--- src/rtl/ram_pkg.sv ---
// Shared widths and types for the dual-port RAM and its port initiators.
package ram_pkg;

  localparam int RAM_DATA_WIDTH = 8;
  localparam int RAM_ADDR_WIDTH = 3;
  localparam int RAM_LEN_WIDTH  = 4;

  typedef enum logic [1:0] {IDLE, WRITE, READ, DRAIN} ram_master_state_t;

  typedef struct packed {
    logic                      wr;
    logic [RAM_ADDR_WIDTH-1:0] addr;
    logic [RAM_LEN_WIDTH-1:0]  len;
  } ram_cmd_t;

endpackage

--- src/rtl/ram_rd_capture.sv ---
// Read-data capture for one RAM port: pending flag for the 1-cycle RAM latency
// plus a single output register presented as a valid/ready stream.
module ram_rd_capture
  import ram_pkg::*;
#(
  parameter int DATA_WIDTH = RAM_DATA_WIDTH
) (
  input  logic                  clk,
  input  logic                  nrst,
  input  logic                  issue,
  input  logic [DATA_WIDTH-1:0] mem_dout,
  input  logic                  rdata_ready,
  output logic                  pending,
  output logic                  capture,
  output logic                  rdata_valid,
  output logic [DATA_WIDTH-1:0] rdata
);

  // A pending word can move into the output register when it is empty or
  // being drained this cycle; mem_dout holds until the next read is issued.
  assign capture = pending && (!rdata_valid || rdata_ready);

  always_ff @(posedge clk or negedge nrst) begin
    if (!nrst) begin
      pending     <= 1'b0;
      rdata_valid <= 1'b0;
      rdata       <= '0;
    end else begin
      if (issue) begin
        pending <= 1'b1;
      end else if (capture) begin
        pending <= 1'b0;
      end
      if (capture) begin
        rdata       <= mem_dout;
        rdata_valid <= 1'b1;
      end else if (rdata_ready) begin
        rdata_valid <= 1'b0;
      end
    end
  end

endmodule

--- src/rtl/ram_port_master.sv ---
// Burst initiator for one port of the dual-port RAM. Optional saturating beat
// counters are built when RAM_PORT_MASTER_STATS_EN is defined.
module ram_port_master
  import ram_pkg::*;
#(
  parameter int DATA_WIDTH = RAM_DATA_WIDTH,
  parameter int ADDR_WIDTH = RAM_ADDR_WIDTH,
  parameter int LEN_WIDTH  = RAM_LEN_WIDTH
) (
  input  logic                  clk,
  input  logic                  nrst,
  input  logic                  cmd_valid,
  output logic                  cmd_ready,
  input  logic                  cmd_wr,
  input  logic [ADDR_WIDTH-1:0] cmd_addr,
  input  logic [LEN_WIDTH-1:0]  cmd_len,
  input  logic                  wdata_valid,
  output logic                  wdata_ready,
  input  logic [DATA_WIDTH-1:0] wdata,
  output logic                  rdata_valid,
  input  logic                  rdata_ready,
  output logic [DATA_WIDTH-1:0] rdata,
  output logic                  busy,
  output logic                  done,
  output logic                  mem_chipe,
  output logic                  mem_wre,
  output logic [ADDR_WIDTH-1:0] mem_addr,
  output logic [DATA_WIDTH-1:0] mem_din,
  input  logic [DATA_WIDTH-1:0] mem_dout,
  output ram_master_state_t     fsm_state
`ifdef RAM_PORT_MASTER_STATS_EN
  ,
  output logic [15:0]           stat_wr_beats,
  output logic [15:0]           stat_rd_beats
`endif
);

  // Handshakes: a transfer happens on a rising clk edge where valid and ready
  // are both high; valid never waits on ready, ready may depend on valid.

  ram_master_state_t     state;
  logic [ADDR_WIDTH-1:0] addr;
  logic [LEN_WIDTH-1:0]  remaining;
  logic                  pending;
  logic                  capture;
  logic                  issue;
  logic                  wr_beat;

  assign wr_beat = (state == WRITE) && wdata_valid;
  assign issue   = (state == READ) && (!pending || capture);

  assign cmd_ready   = (state == IDLE);
  assign busy        = (state != IDLE);
  assign wdata_ready = (state == WRITE);
  assign fsm_state   = state;

  assign mem_chipe = wr_beat || issue;
  assign mem_wre   = wr_beat;
  assign mem_addr  = addr;
  assign mem_din   = wdata;

  always_ff @(posedge clk or negedge nrst) begin
    if (!nrst) begin
      state     <= IDLE;
      addr      <= '0;
      remaining <= '0;
      done      <= 1'b0;
    end else begin
      done <= 1'b0;
      case (state)
        IDLE: begin
          if (cmd_valid) begin
            addr      <= cmd_addr;
            remaining <= cmd_len;
            state     <= cmd_wr ? WRITE : READ;
          end
        end
        WRITE: begin
          if (wr_beat) begin
            addr      <= addr + ADDR_WIDTH'(1);
            remaining <= remaining - LEN_WIDTH'(1);
            if (remaining == '0) begin
              state <= IDLE;
              done  <= 1'b1;
            end
          end
        end
        READ: begin
          if (issue) begin
            addr      <= addr + ADDR_WIDTH'(1);
            remaining <= remaining - LEN_WIDTH'(1);
            if (remaining == '0) begin
              state <= DRAIN;
            end
          end
        end
        DRAIN: begin
          // The last read is pending here; leave once it reaches the output register.
          if (capture) begin
            state <= IDLE;
            done  <= 1'b1;
          end
        end
        default: state <= IDLE;
      endcase
    end
  end

  ram_rd_capture #(
    .DATA_WIDTH(DATA_WIDTH)
  ) u_rd_capture (
    .clk        (clk),
    .nrst       (nrst),
    .issue      (issue),
    .mem_dout   (mem_dout),
    .rdata_ready(rdata_ready),
    .pending    (pending),
    .capture    (capture),
    .rdata_valid(rdata_valid),
    .rdata      (rdata)
  );

`ifdef RAM_PORT_MASTER_STATS_EN
  always_ff @(posedge clk or negedge nrst) begin
    if (!nrst) begin
      stat_wr_beats <= '0;
      stat_rd_beats <= '0;
    end else begin
      if (wr_beat && (stat_wr_beats != 16'hFFFF)) begin
        stat_wr_beats <= stat_wr_beats + 16'd1;
      end
      if (capture && (stat_rd_beats != 16'hFFFF)) begin
        stat_rd_beats <= stat_rd_beats + 16'd1;
      end
    end
  end
`endif

endmodule
--- config.mk ---
export PLATFORM = sky130hd
export DESIGN_NAME = ram_port_master
export DESIGN_NICKNAME = d
export VERILOG_FILES = /design/src/rtl/ram_pkg.sv /design/src/rtl/ram_rd_capture.sv /design/src/rtl/ram_port_master.sv
export SDC_FILE = /design/constraint.sdc
export NUM_CORES = 1
export LEC_CHECK = 0
export CAP_MARGIN = 5
export CORE_ASPECT_RATIO = 0.7
export CORE_UTILIZATION = 39
export CTS_CLUSTER_SIZE = 28
export DETAILED_ROUTE_END_ITERATION = 10
export PLACE_DENSITY = 0.78
export SLEW_MARGIN = 40
export SYNTH_ARGS = -nofsm -noshare
export SYNTH_HDL_FRONTEND = slang
export SYNTH_SLANG_ARGS = --single-unit
--- constraint.sdc ---
create_clock -name clk -period 2.35 [get_ports clk]
set_input_delay 0.3525 -clock clk [delete_from_list [all_inputs] [get_ports clk]]
set_output_delay 0.3525 -clock clk [all_outputs]
set_load 0.05 [all_outputs]
* Word-level counts from Yosys, hierarchy flattened *
Cells that the tools add are included.

word-level totals
  register bits = 20
  RAM bits = 0
  input bits = 29
  output and inout bits = 28
  memories = 0
  bits in read-only memories = 0
  word-level logic and storage cells = 58
  latch bits = 0

cells by class
  equal/unequal tests = 9
  magnitude comparators = 0
  reductions and logical operators = 16
  div/mod/pow operators = 0
  mux-type cells = 24
  bitwise gates (word level) = 0
  shifts and indexed selects = 0
  $add $sub $neg = 2
  $mul = 0

operator list
  operator                                             number
  two-way mux 2 bit                                    7
  two-way mux 4 bit                                    3
  case mux 4 bit (3 select lines)                      1
  two-way mux 3 bit                                    3
  case mux 3 bit (3 select lines)                      1
  case mux 2 bit (4 select lines)                      1
  two-way mux 1 bit                                    7
  != test 2 x 1 -> 1 bit, second input constant        3
  != test 2 bit, second input constant                 3
  AND reduction 6 bit                                  1
  nonzero test 2 bit                                   3
  equality test 2 bit, second input constant           2
  logical NOT 4 bit                                    1
  AND reduction 4 bit                                  1
  subtractor 4 x 1 -> 4 bit, second input constant     1
  adder 3 x 1 -> 3 bit, second input constant          1
  logical AND 1 bit                                    3
  logical OR 1 bit                                     3
  nonzero test 3 bit                                   1
  equality test 2 x 1 -> 1 bit, second input constant  1
  logical NOT 1 bit                                    2
  logical NOT 2 bit                                    1
  case mux 1 bit (2 select lines)                      1

* Longest topological paths before layout *
Gate-level depths: netlist of run 1.

  depth in word-level cells = 7
  depth in mapped cells = 7
  depth with buffers taken out = 6

* Hierarchy *
From an unflattened synthesis of run 1, not the netlist that was laid out.

second synthesis, totals
  cell total of the unflattened synthesis = 109
  area, all modules = 1237.4 um^2

by module, submodules not included
  module           instances  cells an instance  seq. area each (um^2)  area an instance (um^2)
  ram_port_master  1          85                 250.2                  823.3
  ram_rd_capture   1          24                 250.2                  414.1

* Worst setup path after synthesis of run 1 *
Ideal clock, no wire load.

  path kind = register -> register
  from = register state[0] (netlist: fsm_state[0])
  to = register remaining[0]
  setup time = 125 ps
  buffers on the path = 1
  stages on the path, launching flop included = 8
  required time = 2225 ps
  path slack = -70 ps
  arrival time = 2295 ps
  period minus slack after synthesis = 2420 ps
  path through = dfrtp_1 -> inv_1 -> ha_1 -> nor2b_1 -> a2111o_1 -> buf_6 -> o21ai_2 -> o31ai_2

on the way
  elaborated cells on any way between the ends = 11
  those cells by class = eq/ne (5); mux (1); reduce/logical (5)

RTL lines
  item                                                                         line                   text
  from (decl)                                                                  ram_port_master.sv:41  ram_master_state_t state;
  from (signal assigned)                                                       ram_port_master.sv:75  state <= cmd_wr ? WRITE : READ;
  logical NOT 2 bit (*)                                                        n/a
  net cmd_ready                                                                ram_port_master.sv:13  output logic cmd_ready,
  != test 2 bit (no source line) / nonzero test 3 bit (equally long branches)  n/a
  AND reduction 4 bit (no source line)                                         n/a
  to (signal assigned)                                                         ram_port_master.sv:74  remaining <= cmd_len;
  to (signal assigned)                                                         ram_port_master.sv:81  remaining <= remaining - LEN_WIDTH'(1);
  to (signal assigned)                                                         ram_port_master.sv:91  remaining <= remaining - LEN_WIDTH'(1);
  to (decl)                                                                    ram_port_master.sv:43  logic [LEN_WIDTH-1:0] remaining;

Mark *: on every way through the listed nets, which the timed path passes. The rest lies on a longest branch.
A chain may end at the register's enable or synchronous reset.

* Worst setup path after layout of run 1 *
  from = register state[1] (netlist: fsm_state[1])
  to = output port wdata_ready

on the way
  word-level cells in the longest chain between the ends = 1

RTL lines
  item                          line                   text
  equality test 2 x 1 -> 1 bit  ram_port_master.sv:54  assign wdata_ready = (state == WRITE);
  to (decl)                     ram_port_master.sv:18  output logic wdata_ready,

Every way passes these cells.

==> flow_summary_export.csv, run 1 <==
group,metric,value,unit
synthesis,synth_mux_area_share,12.39,%
cells_and_area,area.sequential,503.0,µm²
min_path,hold_path_class,"input port to async pin",
sta,rsz0062_at_grt,"no",
sta,finClkSkew,0.006060,ns
sta,tns,0,ns
cts,clk_latency,0.26,ns
die,io_pins,57,
setup_path,setup.worst_path.class,"register to primary output",
die,rows,15,
cells_and_area,final_cell_mix,"clkdlybuf4s50_1 (36), dfrtp_1 (18), inv_1 (8), mux2_2 (8)",
setup_path,cp-end-kind,"primary output",
sta,period_needed,2.204,ns
place,hpwl,1.812,mm
outcome,status,"finished, final reports clean",
synthesis,syn-cell-area,1131,µm²
place,gp_congestion,0.7196,
cts,ctsRootBufferMaster,"clkbuf_8",
cts,cts_max_level,1,
sta,setup_viol_count_final,0,
synthesis,yosysWarningCount,0,
place,port_buffers,40,
sta,fin_crit_sh,93.80,%
setup_path,crit_path_cell_trace,"inv_1 -> ha_1 -> clkdlybuf4s50_1",
synthesis,ys_types,30,
run,maxCapViolations,0,
routing,drt_iter0_markers,8,
cts,cts_hold_buf,0,
routing,firstDrtPassIters,4,
setup_path,slowest_delay,0.82,ns
sta,slew_headroom,54.28,%
routing,drc,0,
synthesis,syn_avg_cell_area,10.67,µm²
cts,cts_resized,0,
synthesis,ys_seq_area_share,44.25,%
sta,fmaxAchievable,453.7,MHz
sta,worst_pin_slew,0.6836,ns
die,die-area,3123,µm²
die,fp.dieW,66.37,µm
grt,grt_overflow,0,
synthesis,synth_top_family_by_area,"simple AND/OR/NAND/NOR gates",
synthesis,synth-seq-cells,20,
synthesis,synthArstFlopShare,100.0,%
routing,via_count,894,
synthesis,synth_ff_type,"dfrtp_1",
grt,grt_pass1_vias,877,
setup_path,arrival,1.85,ns
cts,cts_num_sinks,20,
cts,post_cts_buffers,0,
synthesis,synth_edf_count,0,
cells_and_area,nFillCells,208,
die,coreArea,2609,µm²
grt,grt.total_usage,17.59,%
cells_and_area,multiInputGateArea,525.5,µm²
routing,via_per_inst,5.109,
sta,finalHoldViolCount,0,
synthesis,synthSimpleGateAreaFrac,13.50,%
die,die_y,47.06,µm
grt,grt_first_pass_wirelength,3.912,mm
setup_path,cp_slowest_cell,"clkdlybuf4s50_1",
die,initial_core_util,43.36,%
setup_path,startpoint_type,"register",
routing,post_drt_wl_per_cell,13.64,µm
setup_path,required,2.00,ns
cells_and_area,nets,178,
grt,antenna_found_initial,0,
synthesis,syn_nets,142,
synthesis,synth_compound_area_share,12.83,%
cts,clkTransAtPathRegs,0.08,ns
cells_and_area,layout-drive-gt1-share,15.60,%
cts,numCtsBuffers,3,
routing,wirelength,2.387,mm
synthesis,synthCells,106,
cts,cts_tree,"yes",
grt,grt_max_degree,16,
sta,drv_slew,0,
synthesis,synthAdderAreaFrac,7.743,%
setup_path,reg2reg_slack,0.33,ns
cells_and_area,final_common_cell,"clkdlybuf4s50_1",
setup_path,critPathMaxFanout,4,
synthesis,synth_xor_xnor_area_share,0,%
routing,drtAntennaViolNets,0,
cts,cts_buffer_depth,2,
cells_and_area,n_antenna_cell,0,
cells_and_area,syn_to_final_growth,39.93,%
## critical path: cells and delay by family, from the launching register on
kind	cells	cell delay (ns)
buffers and inverters	2	0.94
adders and majority gates	1	0.22
DFF	1	0.43
## cell usage after synthesis, types with 3 or more instances
cell,number,area share (%)
inv_1,8,2.7
nand2_1,7,2.3
a21oi_1,3,1.3
nor2b_1,3,1.7
mux2_2,8,8.0
mux2i_1,5,4.4
dfrtp_1,20,44
ha_1,7,7.7
o22a_1,3,2.3
nor2_1,5,1.7
buf_4,8,5.3
o21ai_0,4,1.8
nand2b_1,4,2.2
## metrics by stage
stage	hold WS, ns	util (%)	setup WS, ns	area, µm²	std cells
3_3_place_gp	0.4874	57.94	0.2605	1511	171
3_5_place_dp	0.4928	57.94	0.2285	1511	171
5_1_grt	0.5311	60.67	0.05258	1583	175
2_1_floorplan	0.05691	-	0.1070	1134	106
6_report	0.4971	60.67	0.1458	1583	175
4_1_cts	0.5108	60.67	0.1328	1583	175
## cells by family after synthesis
group / after synthesis
simple gates: 29
mux: 13
buf+inv: 18
fa+ha+maj: 7
flops: 20
compound gates: 19
## area by class of cell
class	instances	share of cell area, %
clock buffer	3	2.609
clock inverter	1	1.897
inverter	8	1.897
multi-input combinational	68	33.20
sequential	20	31.78
tap	34	2.688
timing repair buffer	41	25.93
## flip-flops by register name, indices dropped and copies added (netlist names)
signal / count
u_rd_capture.rdata_valid: 1
remaining: 4
fsm_state: 2
mem_addr: 3
u_rd_capture.rdata: 8
done: 1
u_rd_capture.pending: 1
## metal layers
layer	global-route usage, %	vias to the layer above	wire (µm)
li1	-	425	-
met1	20.33	425	1038
met2	29.80	37	1128
met3	5.340	7	167
met4	10.64	0	52
met5	0	-	0
## path summary, 6_finish.rpt
| path | start | end | cells after the start |
|---|---|---|---|
| min | nrst | mem_addr[1]$_DFFE_PN0P_ | 1 |
| min reg2reg | u_rd_capture.rdata[6]$_DFFE_PN0P_ | u_rd_capture.rdata[6]$_DFFE_PN0P_ | 1 |
| max reg2reg | fsm_state[1]$_DFFE_PN0P_ | mem_addr[2]$_DFFE_PN0P_ | 6 |
| max | fsm_state[1]$_DFFE_PN0P_ | wdata_ready | 3 |
| min in group clk | u_rd_capture.rdata[6]$_DFFE_PN0P_ | u_rd_capture.rdata[6]$_DFFE_PN0P_ | 1 |
| max in group asynchronous | nrst | u_rd_capture.rdata[4]$_DFFE_PN0P_ | 2 |
Power of run 1 is left out: the tool's default activity adds up to more than one toggle a clock period on the data nets, which glitch-free logic cannot reach.
==> run 2: changes to the inputs <==
--- a/config.mk
+++ b/config.mk
@@ -8,7 +8,7 @@
 export CAP_MARGIN = 5
 export CORE_ASPECT_RATIO = 0.7
 export CORE_UTILIZATION = 39
-export CTS_CLUSTER_SIZE = 28
+export CTS_CLUSTER_SIZE = 25
 export DETAILED_ROUTE_END_ITERATION = 10
 export PLACE_DENSITY = 0.78
 export SLEW_MARGIN = 40
==> results of run 2 <==
Final layout, timing and power as in run 1 (identical DEF).
Power of run 2 is left out for the same reason.
